`src/rtl/f32_div.sv`:
```
// f32_div: iterative binary32 restoring divider (FTZ), round-to-nearest-even when F32_DIV_RNE_EN is defined, else truncate
module f32_div (
  input  logic        clk,
  input  logic        rst,
  input  logic [31:0] a,
  input  logic [31:0] b,
  input  logic        start,
  output logic        busy,
  output logic        done,
  output logic        dz,
  output logic [31:0] p
);
  typedef enum logic [2:0] {IDLE, UNPACK, DIVIDE, NORM, ROUND, DONE} state_t;
  state_t state_q, state_d;
  logic [31:0] a_q, a_d, b_q, b_d, p_q, p_d;
  logic [24:0] rem_q, rem_d;
  logic [23:0] mb_q, mb_d;
  logic [26:0] q_q, q_d;
  logic signed [9:0] e_q, e_d, e_r;
  logic [4:0] cnt_q, cnt_d;
  logic sign_q, sign_d, dz_q, dz_d;
  logic [7:0] ea, eb;
  logic [22:0] fa, fb, rnd_f;
  logic za, zb, ia, ib, na, nb, s, inv, ge, inc, rnd_c;
  logic [23:0] rem_sub;
  assign ea = a_q[30:23];
  assign eb = b_q[30:23];
  assign fa = a_q[22:0];
  assign fb = b_q[22:0];
  assign za = ea == 8'h00;
  assign zb = eb == 8'h00;
  assign ia = ea == 8'hff && fa == '0;
  assign ib = eb == 8'hff && fb == '0;
  assign na = ea == 8'hff && fa != '0;
  assign nb = eb == 8'hff && fb != '0;
  assign s = a_q[31] ^ b_q[31];
  assign inv = na | nb | (za & zb) | (ia & ib);
  assign ge = rem_q >= {1'b0, mb_q};
  assign rem_sub = rem_q[23:0] - mb_q;
`ifdef F32_DIV_RNE_EN
  assign inc = q_q[2] & (q_q[3] | (|q_q[1:0]) | (rem_q != '0));
`else
  assign inc = 1'b0;
`endif
  assign {rnd_c, rnd_f} = {1'b0, q_q[25:3]} + {23'b0, inc};
  assign e_r = e_q + $signed({9'b0, rnd_c});
  always_comb begin
    state_d = state_q;
    a_d = a_q;
    b_d = b_q;
    p_d = p_q;
    dz_d = dz_q;
    rem_d = rem_q;
    mb_d = mb_q;
    q_d = q_q;
    e_d = e_q;
    cnt_d = cnt_q;
    sign_d = sign_q;
    case (state_q)
      IDLE: if (start) begin
        a_d = a;
        b_d = b;
        state_d = UNPACK;
      end
      UNPACK: begin
        sign_d = s;
        rem_d = {2'b01, fa};
        mb_d = {1'b1, fb};
        e_d = $signed({2'b0, ea}) - $signed({2'b0, eb}) + 10'sd127;
        q_d = '0;
        cnt_d = '0;
        state_d = (na | nb | za | zb | ia | ib) ? DONE : DIVIDE;
        if (na | nb | za | zb | ia | ib) begin
          p_d = inv ? 32'h7fc00000 : (ia | zb) ? {s, 8'hff, 23'b0} : {s, 31'b0};
          dz_d = !inv && !ia && zb;
        end
      end
      DIVIDE: begin
        q_d = {q_q[25:0], ge};
        rem_d = {ge ? rem_sub : rem_q[23:0], 1'b0};
        cnt_d = cnt_q + 5'd1;
        state_d = cnt_q == 5'd26 ? NORM : DIVIDE;
      end
      NORM: begin
        q_d = q_q[26] ? q_q : q_q << 1;
        e_d = q_q[26] ? e_q : e_q - 10'sd1;
        state_d = ROUND;
      end
      ROUND: begin
        p_d = e_r >= 10'sd255 ? {sign_q, 8'hff, 23'b0} :
              e_r <= 10'sd0   ? {sign_q, 31'b0} : {sign_q, e_r[7:0], rnd_f};
        dz_d = 1'b0;
        state_d = DONE;
      end
      DONE: state_d = IDLE;
      default: state_d = IDLE;
    endcase
  end
  always_ff @(posedge clk) begin
    if (rst) begin
      state_q <= IDLE;
      a_q <= '0;
      b_q <= '0;
      p_q <= '0;
      dz_q <= 1'b0;
      rem_q <= '0;
      mb_q <= '0;
      q_q <= '0;
      e_q <= '0;
      cnt_q <= '0;
      sign_q <= 1'b0;
    end else begin
      state_q <= state_d;
      a_q <= a_d;
      b_q <= b_d;
      p_q <= p_d;
      dz_q <= dz_d;
      rem_q <= rem_d;
      mb_q <= mb_d;
      q_q <= q_d;
      e_q <= e_d;
      cnt_q <= cnt_d;
      sign_q <= sign_d;
    end
  end
  assign busy = state_q != IDLE;
  assign done = state_q == DONE;
  assign p = p_q;
  assign dz = dz_q;
endmodule
```
`config.mk`:
```
export PLATFORM = sky130hd
export DESIGN_NAME = f32_div
export DESIGN_NICKNAME = d
export VERILOG_FILES = /design/src/rtl/f32_div.sv
export SDC_FILE = /design/constraint.sdc
export NUM_CORES = 1
export LEC_CHECK = 0
export ABC_AREA = 1
export BUFFER_PORTS_ARGS = -buffer_cell sky130_fd_sc_hd__clkbuf_2
export CAP_MARGIN = 0
export CORE_MARGIN = 2
export CORE_UTILIZATION = 50
export CTS_CLUSTER_SIZE = 24
export DETAILED_ROUTE_END_ITERATION = 10
export PLACE_DENSITY_LB_ADDON = 0.1
export SYNTH_ARGS = -nofsm -noshare
export SYNTH_HDL_FRONTEND = slang
export SYNTH_SLANG_ARGS = --single-unit
```
`constraint.sdc`:
```
create_clock -name clk -period 5.5 [get_ports clk]
set_clock_uncertainty 0.2 [all_clocks]
set_input_delay 0.55 -clock clk [delete_from_list [all_inputs] [get_ports clk]]
set_output_delay 0.55 -clock clk [all_outputs]
set_load 0.01 [all_outputs]
```
==> metrics.md <==
| Metric | Value |
|---|---|
| Status | finished clean |
| Clock root buffer | clkbuf_16 |
| Num CTS Buffers | 17 |
| Unique masters post-synth | 41 |
| CP Cell Sequence | inv_1, ha_1, nand2_1, inv_1, a21oi_1, nand2_1, a21oi_4, nand3_2, o21ai_0, nand2_1, nand2_1, inv_1 |
| Final Max Slew Viols | 0 |
| Detailed-route DRC error count | 0 |
| Cells after DPL | 1787 |
| Inserted Diodes | 0 |
| Vias | 9697 |
| Fin crit period | 3.35 ns |
| #FFs+latches synth | 192 |
| CTS HTree Levels | 4 |
| Slowest stage delay, CP | 0.66 ns |
| Largest net degree at the start of global routing | 127 |
| CP endpoint kind | register |
| Layout fillers | 1939 |
| Max Cap Viol | 0 |
| Worst-Margin Slew | 1.06 ns |
| First-pass GRT wire length | 45.2 mm |
| Final std cells w/o fill | 1819 |
| Register area share after synthesis | 38.2% |
| Leak pwr | 5.09 nW |
| GRT overflow | 0 |
| Worst-case clock buffer depth | 2 |
| Dominant synthesized flop cell | dfxtp_1 |
| Synth area leader | dfxtp_1 |
| WL final | 27.0 mm |
| Post-layout net count | 1647 |
| Die W | 146 um |
| WS Path Type | reg2reg |
| # hold bufs at CTS | 0 |
| Final setup vio count | 0 |
| Post-place instance area | 0.0107 sq mm |
| Post-Syn Instances | 1482 |
| Pre-antenna DRT Iters | 5 |
| Fin area | 0.0113 sq mm |
| Fraction of layout cells with a size suffix above 1 | 10.2% |
| Synth cell count leaders | 316 x nand2_1, 217 x inv_1, 204 x a21oi_1 |
| CP Max Fanout | 34 |
| Setup TNS | 0 ns |
| Worst EP required | 5.65 ns |
| Syn Std Cell Area | 0.0101 sq mm |
| WP buf/inv | 3 |
| HPWL Detailed | 19.6 mm |
| Post-CTS sizing | 0 |
| Setup bufs post-CTS | 0 |
| Synth Warn # | 0 |
| Final period util | 61.0% |
| Family with the most delay on the worst path | simple AND/OR/NAND/NOR gates |
| Cell Rows | 51 |
| Layout area overhead | 12.0% |
| CP Data Arrival Time | 3.50 ns |
| 1st-iter DRT viols | 814 |
| Die Ht | 146 um |
| PwrDens | 744 mW/mm^2 |
| RSZ-0062 raised after global routing | false |
| Fmax | 0.298 GHz |
| CP max stage cell | nand3_2 |
| Starting density of the core | 51.3% |
| Max VDD drop | 0.357 mV |
| CP Launch Type | register |
| Min-Delay Path Class | in2reg |
| Syn avg cell area | 6.79 sq um |
| Routed len/inst | 14.8 um |
| GRT Resource Usage Total | 25.8% |
| IO Port Bufs | 101 |
| CTS sink count | 192 |
| Vias in the first global route | 8935 |
| I/O Pins | 102 |
| Post-synth top area share | 38.2% |
| Initial antenna violation count | 0 |
| Syn nets | 1588 |
| Async SR Flop Fraction | 0% |
| Final ANT Viol Nets | 0 |
| Main area contributors after synthesis | dfxtp_1 38%, nand2_1 12%, a21oi_1 10%, inv_1 8.1%, o21ai_0 7.9% |
| Die ar. | 0.0213 sq mm |
| Slew headroom | 29.0% |
| Core box area | 0.0196 sq mm |
| Count leader, synth | nand2_1 |
| Number of synthesized flops with an enable pin | 0 |
| Most used cell, CP | nand2_1 |
| Worst-path clk slew | 0.08 ns |
| Via/cell ratio | 5.33 |
| Clock Latency Late Sink | 0.44 ns |
| Final count of hold timing violations | 0 |
| CTS tree | done |
| RD Place Congestion | 1.01 |
-- final cells by class --
class / count / area (sq um) / share of cell area (%)
inverter: 226 / 848 / 7.53
multi-input combinational: 998 / 5100 / 45.3
sequential: 192 / 3840 / 34.1
clock buffer: 17 / 425 / 3.78
clock inverter: 15 / 175 / 1.55
tap: 265 / 332 / 2.94
timing repair buffer: 106 / 543 / 4.82
-- placed cells by master, fill, tap and decap left out, drive strengths merged, types with 7 or more instances in the layout --
| master | netlist | routed |
|---|---|---|
| nand4 | 42 | 42 |
| nor3 | 8 | 8 |
| nand2 | 318 | 318 |
| nand3 | 87 | 87 |
| xor2 | 12 | 12 |
| nor2 | 77 | 77 |
| nand3b | 7 | 7 |
| o21ai | 160 | 160 |
| inv | 225 | 235 |
| a21oi | 205 | 205 |
| dfxtp | 192 | 192 |
| clkbuf | 48 | 118 |
| ha | 37 | 37 |
| a221oi | 8 | 8 |
| a211oi | 8 | 8 |
-- per-layer routing --
metal	routed length [um]	vias up	GRT usage, %
li1	-	4982	-
met5	0	-	0
met2	11700	256	39.7
met4	312	0	5.34
met1	13400	4431	37.3
met3	1630	28	5.42
-- per-stage QoR --
step	setup slack [ns]	total power, mW	util, %	hold slack, ns
CTS	2.25	8.32	57.5	0.166
detailed placement	2.24	7.04	54.4	0.249
floorplan	3.23	5.88	-	0.225
global placement	2.26	7.03	54.4	0.244
global route	1.90	9.23	57.5	0.184
finish	2.15	8.38	57.5	0.184
-- final timing paths --
| kind | from | to | slack, ns | depth (start not counted) |
|---|---|---|---|---|
| setup / recovery | mb_q[16] | rem_q[8] | 2.15 | 12 |
| hold / removal | b[17] | b_q[17] | 0.18 | 3 |
| setup reg to reg | mb_q[16] | rem_q[8] | 2.15 | 12 |
| hold reg to reg | sign_q | sign_q | 0.26 | 2 |
-- cell families after synthesis --
group | after synthesis | synth area share, %
simple gates | 543 | 23.3
xor+xnor | 18 | 1.57
flops | 192 | 38.2
fa+ha+maj | 39 | 5.00
buf+inv | 292 | 11.1
compound gates | 398 | 20.8
-- worst min-delay path, cell delays in order --
cell      delay [ns]
clkbuf_2        0.07
o21ai_0         0.07
a21oi_1         0.10
-- sequential cells by signal, summed over array words and instances (netlist names), 3 cells and up --
signal,flops
a_q,32
b_q,32
p,32
q_q,27
rem_q,25
mb_q,24
e_q,10
cnt_q,5
state_q,3
-- power by group --
| group | switching (mW) | total (mW) | internal (mW) |
|---|---|---|---|
| Sequential | 0.245 | 2.02 | 1.77 |
| Combinational | 3.49 | 5.12 | 1.62 |
| Clock | 0.630 | 1.25 | 0.617 |
Note: power is estimated with default switching activity, not from simulation.
